## src/rtl/panel_scan_if.sv

```systemverilog
// Panel reader signal bundle: shift-register drive/return plus debounced key outputs.
// Latency: wires only; no backpressure, the consumer samples levels and pulses directly.
interface panel_scan_if #(
  parameter int NUM_BITS = 24
);
  logic                sclk;
  logic                sload_n;
  logic                sdata;
  logic [NUM_BITS-1:0] keys;
  logic [NUM_BITS-1:0] key_pressed;
  logic [NUM_BITS-1:0] key_released;
  logic                scan_done;
  logic                keysValid;

  modport master (
    output sclk, sload_n, keys, key_pressed, key_released, scan_done, keysValid,
    input  sdata
  );

  modport slave (
    input  sclk, sload_n, keys, key_pressed, key_released, scan_done, keysValid,
    output sdata
  );
endinterface

```

## src/rtl/panel_scan.sv

```systemverilog
// Scans a 74HC165 chain each scan period and debounces every bit across scans.
// Latency: keys/pulses one cycle after UPDATE; no backpressure, pulses are fire-and-forget.
module panel_scan #(
  parameter int NUM_BITS       = 24,
  parameter int CLK_DIV        = 16,
  parameter int DEBOUNCE_SCANS = 4,
  parameter int SCAN_GAP       = 1024,
  parameter int ACTIVE_LOW     = 1
) (
  input  logic         clk,
  input  logic         rst_n,
  panel_scan_if.master io_pnl
);

  localparam int         CMAX   = (CLK_DIV > SCAN_GAP) ? CLK_DIV : SCAN_GAP;
  localparam int         CW     = $clog2(CMAX + 1);
  localparam int         BW     = $clog2(NUM_BITS + 1);
  localparam logic [3:0] DB_THR = 4'(DEBOUNCE_SCANS);

  typedef enum logic [2:0] {
    LOAD,
    SHIFT_LO,
    SHIFT_HI,
    UPDATE,
    GAP
  } state_t;

  state_t              r_state;
  state_t              w_next;
  logic [CW-1:0]       r_cnt;
  logic [BW-1:0]       r_bit;
  logic                w_div_end;
  logic                w_gap_end;
  logic                w_last_bit;
  logic                w_sample;
  logic                w_bit_in;

  logic                r_sd_meta;
  logic                r_sd_sync;
  logic [NUM_BITS-1:0] r_raw;

  logic                r_sclk;
  logic                r_sload_n;
  logic [NUM_BITS-1:0] r_keys;
  logic [NUM_BITS-1:0] r_pressed;
  logic [NUM_BITS-1:0] r_released;
  logic                r_scan_done;
  logic                r_keys_vld;
  logic [3:0]          r_scan_cnt;
  logic [3:0]          r_db_cnt [NUM_BITS];

  assign w_div_end  = (r_cnt == CW'(CLK_DIV - 1));
  assign w_gap_end  = (r_cnt == CW'(SCAN_GAP - 1));
  assign w_last_bit = (r_bit == BW'(NUM_BITS - 1));
  assign w_bit_in   = (ACTIVE_LOW != 0) ? ~r_sd_sync : r_sd_sync;

  always_ff @(posedge clk or negedge rst_n) begin
    if (!rst_n) begin
      r_state <= LOAD;
    end else begin
      r_state <= w_next;
    end
  end

  always_comb begin
    w_next   = r_state;
    w_sample = 1'b0;
    case (r_state)
      LOAD: begin
        if (w_div_end) w_next = SHIFT_LO;
      end
      SHIFT_LO: begin
        if (w_div_end) begin
          w_sample = 1'b1;
          w_next   = SHIFT_HI;
        end
      end
      SHIFT_HI: begin
        if (w_div_end) w_next = w_last_bit ? UPDATE : SHIFT_LO;
      end
      UPDATE: begin
        w_next = GAP;
      end
      GAP: begin
        if (w_gap_end) w_next = LOAD;
      end
      default: begin
        w_next = LOAD;
      end
    endcase
  end

  // Phase counter restarts on every state change, so each phase times itself.
  always_ff @(posedge clk or negedge rst_n) begin
    if (!rst_n) begin
      r_cnt <= '0;
      r_bit <= '0;
    end else begin
      r_cnt <= (w_next != r_state) ? '0 : r_cnt + CW'(1);
      if (r_state == SHIFT_HI && w_div_end) begin
        r_bit <= w_last_bit ? '0 : r_bit + BW'(1);
      end
    end
  end

  // Pins lag the state by one cycle; sampling at the end of LO stays well clear of the next shift.
  always_ff @(posedge clk or negedge rst_n) begin
    if (!rst_n) begin
      r_sd_meta <= 1'(ACTIVE_LOW);
      r_sd_sync <= 1'(ACTIVE_LOW);
      r_raw     <= '0;
      r_sclk    <= 1'b0;
      r_sload_n <= 1'b1;
    end else begin
      r_sd_meta <= io_pnl.sdata;
      r_sd_sync <= r_sd_meta;
      if (w_sample) r_raw <= {r_raw[NUM_BITS-2:0], w_bit_in};
      r_sclk    <= (r_state == SHIFT_HI);
      r_sload_n <= (r_state != LOAD);
    end
  end

  always_ff @(posedge clk or negedge rst_n) begin
    if (!rst_n) begin
      r_keys      <= '0;
      r_pressed   <= '0;
      r_released  <= '0;
      r_scan_done <= 1'b0;
      r_keys_vld  <= 1'b0;
      r_scan_cnt  <= '0;
      for (int i = 0; i < NUM_BITS; i++) r_db_cnt[i] <= '0;
    end else begin
      r_pressed   <= '0;
      r_released  <= '0;
      r_scan_done <= 1'b0;
      if (r_state == UPDATE) begin
        r_scan_done <= 1'b1;
        if (r_scan_cnt != DB_THR) r_scan_cnt <= r_scan_cnt + 4'd1;
        if (r_scan_cnt + 4'd1 == DB_THR) r_keys_vld <= 1'b1;
        for (int i = 0; i < NUM_BITS; i++) begin
          if (r_raw[i] == r_keys[i]) begin
            r_db_cnt[i] <= '0;
          end else if (r_db_cnt[i] + 4'd1 == DB_THR) begin
            r_keys[i]     <= ~r_keys[i];
            r_db_cnt[i]   <= '0;
            r_pressed[i]  <= r_raw[i];
            r_released[i] <= ~r_raw[i];
          end else if (r_db_cnt[i] != 4'hF) begin
            r_db_cnt[i] <= r_db_cnt[i] + 4'd1;
          end
        end
      end
    end
  end

  assign io_pnl.sclk         = r_sclk;
  assign io_pnl.sload_n      = r_sload_n;
  assign io_pnl.keys         = r_keys;
  assign io_pnl.key_pressed  = r_pressed;
  assign io_pnl.key_released = r_released;
  assign io_pnl.scan_done    = r_scan_done;
  assign io_pnl.keysValid    = r_keys_vld;

endmodule

```

## src/flat_wrapper.sv

```systemverilog
// flat-port wrapper written by rule: the top's interface ports become plain ports
module panel_scan_flat 
#(
  parameter int NUM_BITS       = 24,
  parameter int CLK_DIV        = 16,
  parameter int DEBOUNCE_SCANS = 4,
  parameter int SCAN_GAP       = 1024,
  parameter int ACTIVE_LOW     = 1
)
  (clk, rst_n, io_pnl_sclk, io_pnl_sload_n, io_pnl_keys, io_pnl_key_pressed, io_pnl_key_released, io_pnl_scan_done, io_pnl_keysValid, io_pnl_sdata);
  panel_scan_if #(.NUM_BITS(NUM_BITS)) io_pnl_i ();
  input  logic clk;
  input  logic rst_n;
  output wire logic [$bits(io_pnl_i.sclk)-1:0] io_pnl_sclk;
  output wire logic [$bits(io_pnl_i.sload_n)-1:0] io_pnl_sload_n;
  output wire logic [$bits(io_pnl_i.keys)-1:0] io_pnl_keys;
  output wire logic [$bits(io_pnl_i.key_pressed)-1:0] io_pnl_key_pressed;
  output wire logic [$bits(io_pnl_i.key_released)-1:0] io_pnl_key_released;
  output wire logic [$bits(io_pnl_i.scan_done)-1:0] io_pnl_scan_done;
  output wire logic [$bits(io_pnl_i.keysValid)-1:0] io_pnl_keysValid;
  input wire logic [$bits(io_pnl_i.sdata)-1:0] io_pnl_sdata;
  assign io_pnl_sclk = io_pnl_i.sclk;
  assign io_pnl_sload_n = io_pnl_i.sload_n;
  assign io_pnl_keys = io_pnl_i.keys;
  assign io_pnl_key_pressed = io_pnl_i.key_pressed;
  assign io_pnl_key_released = io_pnl_i.key_released;
  assign io_pnl_scan_done = io_pnl_i.scan_done;
  assign io_pnl_keysValid = io_pnl_i.keysValid;
  assign io_pnl_i.sdata = io_pnl_sdata;
  panel_scan #(.NUM_BITS(NUM_BITS), .CLK_DIV(CLK_DIV), .DEBOUNCE_SCANS(DEBOUNCE_SCANS), .SCAN_GAP(SCAN_GAP), .ACTIVE_LOW(ACTIVE_LOW)) u_core (.clk(clk), .rst_n(rst_n), .io_pnl(io_pnl_i));
endmodule
```

## config.mk

```make
export PLATFORM = sky130hd
export DESIGN_NAME = panel_scan_flat
export DESIGN_NICKNAME = d
export VERILOG_FILES = /design/src/rtl/panel_scan_if.sv /design/src/rtl/panel_scan.sv /design/src/flat_wrapper.sv
export SDC_FILE = /design/constraint.sdc
export NUM_CORES = 1
export LEC_CHECK = 0
export ABC_AREA = 1
export CAP_MARGIN = 30
export CELL_PAD_IN_SITES_DETAIL_PLACEMENT = 1
export CELL_PAD_IN_SITES_GLOBAL_PLACEMENT = 1
export CORE_UTILIZATION = 42
export CTS_BUF_LIST = sky130_fd_sc_hd__clkbuf_2 sky130_fd_sc_hd__clkbuf_4 sky130_fd_sc_hd__clkbuf_8
export CTS_CLUSTER_SIZE = 25
export DETAILED_ROUTE_END_ITERATION = 8
export PLACE_DENSITY = 0.76
export SYNTH_ARGS = -nofsm -noshare
export SYNTH_HDL_FRONTEND = slang
export SYNTH_SLANG_ARGS = --single-unit
```

## constraint.sdc

```tcl
create_clock -name clk -period 1.45 [get_ports clk]
set_input_delay 0.145 -clock clk [delete_from_list [all_inputs] [get_ports clk]]
set_output_delay 0.145 -clock clk [all_outputs]
set_load 0.01 [all_outputs]
```

==> run metrics <==
status complete, no violations; Seq/Total Area, Yosys 0.524; Routed Antenna Nets 0; Pleak 6.73 nW; setup TNS 0 ns; Critical Path AT 1.85 ns; period utilisation layout 0.991; commonest non-fill, non-tap cell in the layout nand2_1; DRT Pass-1 Iters 4; CP cell instances inv_2 > nand4_1 > nor2_4 > nand3_2 > buf_12 > nand2_1 > o21ai_0; Port Buffers 78; core outline area 24,500 um^2; syn_area_per_cell 8.56 um^2; worst vdd ir 0.000633 V; Syn Nets 1,266; number of synthesis warnings 0; row count 57; power per cell area 957 nW/um^2; htree depth 2; width of the die 161 um; Placer Congestion 0.795; initial drt markers 240; die area 25,800 um^2; Final nets 1,432; Setup WS pre-CTS -0.0851 ns; vias post-DR 8,640; largest net degree at the start of global routing 54; CTS tree done; initial core utilization 0.432; GRT Total Usage 0.200; antenna fix cells 0; critical path type flip-flop to flip-flop; chip height 161 um; max-cap check violation count 0; Max clock buf depth 3; crit path max fanout 49; number of CTS-inserted buffers 40; total power 12.6 mW; Root Buffer Master clkbuf_8; Worst Clk Skew 0.0185 ns; post-synth cell types 29; clk slew on worst S/H paths 0.06 ns; share of layout cells above drive strength 1 0.162; DR WL/cell 14.2 um; Final Critical Period 1.44 ns; reg2reg path depth 7; placed cell area 12,000 um^2; clock sinks 221; FILL cells 2,932; synthesized cell area 10,600 um^2; unrepaired setup endpoints after global routing true; initial antenna violation count 0; slew margin rel. 0.704; HPWL after DPL 17,300 um; Placed Instances 1,657; FF+latch count, synth 221; area grow syn2layout 24.7%; Slew @ Worst Pin 0.442 ns; CP max stage delay 0.44 ns; endpoints failing hold 0; Syn Inst Count 1,234; Max Slew Vio Count 0; Setup crit end kind flip-flop; Final Cell Area 13,200 um^2; first-pass GRT wire length 42,900 um; Vias per Instance 4.92; FMAX 696 MHz; Startpoint Class flip-flop; final hold slack 0.0298 ns; Post-Layout Cell Count 1,755; Worst-Skew Late Latency 0.55 ns; most frequent cells in the layout 350 x nand2_1, 214 x dfrtp_1, 124 x inv_1, 118 x nor2_1, 94 x nand3_1; Setup-failing EPs final 0; Final Util 0.538; Residual DRC 0; Hold Crit Class input port to flip-flop; Final WS setup 0.0136 ns; GRT Residual Overflow 0; Critical Path RT 1.86 ns; via count of the first global-routing pass 9,072; slowest CP cell dfrtp_1; hold depth 1; I/O pin count 79; Post-Route WL 24,900 um
## power breakdown
group          leakage, nW  internal [mW]  switching [mW]  total [mW]
registers             3.06           6.18         0.00330        6.18
clock network        0.463           3.63            2.63        6.26
logic                 3.21         0.0344           0.128       0.163
## final timing paths
| kind | start | to | slack [ns] |
|---|---|---|---|
| max in group asynchronous | rst_n | u_core.io_pnl.sload_n$_DFF_PN1_ | 0.78 |
| min | io_pnl_sdata | u_core.r_sd_meta$_DFF_PN1_ | 0.03 |
| min reg2reg | u_core.r_sd_meta$_DFF_PN1_ | u_core.r_sd_sync$_DFF_PN1_ | 0.36 |
| min in group asynchronous | rst_n | u_core.r_db_cnt[31]$_DFFE_PN0P_ | 0.09 |
| max reg2reg | u_core.r_cnt[7]$_DFF_PN0_ | u_core.r_raw[15]$_DFFE_PN0P_ | 0.01 |
| max | u_core.r_cnt[7]$_DFF_PN0_ | u_core.r_raw[15]$_DFFE_PN0P_ | 0.01 |
## synth_stat cells (all sizes together)
| master | n | area [um^2] |
|---|---|---|
| dfrtp | 218 | 5460 |
| dfstp | 3 | 78.8 |
| nor3b | 1 | 7.51 |
| o21ai | 109 | 617 |
| nand4 | 5 | 31.3 |
| ha | 29 | 363 |
| xnor2 | 17 | 149 |
| a31o | 1 | 8.76 |
| nor3 | 41 | 210 |
| nand3b | 3 | 22.5 |
| nand2 | 363 | 1380 |
| xor2 | 33 | 289 |
| nor2 | 127 | 482 |
| nand3 | 121 | 763 |
| a21oi | 16 | 80.1 |
| inv | 135 | 509 |
| buf | 12 | 116 |
## metal layers
metal | vias to the layer above | share of wire | track usage
met5 | - | 0 | 0
met4 | 0 | 0.018 | 0.0654
met3 | 33 | 0.029 | 0.0338
met2 | 106 | 0.51 | 0.346
met1 | 4225 | 0.45 | 0.254
li1 | 4276 | - | -
## final cells by class
class	count	area (um^2)	share of cell area
inverters	135	519	0.0394
repair buffers	135	1260	0.0956
clock inverters	7	40.0	0.00304
repair inverters	1	6.26	0.000475
flip-flops and latches	221	5540	0.421
multi-input cells	866	4570	0.347
clock buffers	66	833	0.0633
well taps	324	405	0.0308
## worst max-delay path, delay by kind of cell, from the launching register on
family | cells | cell delay (ns)
flip-flops | 1 | 0.44
buffers and inverters | 2 | 0.29
AO/OA/AOI/OAI | 1 | 0.08
AND/OR/NAND/NOR | 4 | 0.47
## kinds of logic after synthesis
kind of cell	synth area share
AND/OR/NAND/NOR	0.274
flip-flops	0.524
XOR/XNOR	0.0415
adder cells (fa/ha/maj)	0.0344
buffers and inverters	0.0592
AO/OA/AOI/OAI	0.0668
## flip-flops by register name, indices dropped and copies added, names as in the netlist
signal and count:
u_core.io_pnl.sload_n 1, u_core.io_pnl.keysValid 1, u_core.io_pnl.key_pressed 24, u_core.r_cnt 11, u_core.io_pnl.sclk 1, u_core.r_scan_cnt 4, u_core.io_pnl.keys 24, u_core.r_raw 24
u_core.r_bit 5, u_core.r_db_cnt 96, u_core.io_pnl.scan_done 1, u_core.r_sd_meta 1, u_core.r_sd_sync 1, u_core.r_state 3, u_core.io_pnl.key_released 24
## what timing repair did
item / 4_1_cts / 5_1_grt
gates resized for setup: 89 / 45
hold buffers: 1 / 0
setup endpoints to repair: 118 / 119
setup buffers: 10 / 13
pin swaps: 0 / 5
cloned: 0 / 1
endpoints found under the hold margin: 218 / 0
Power figures use the tool's default switching activity.
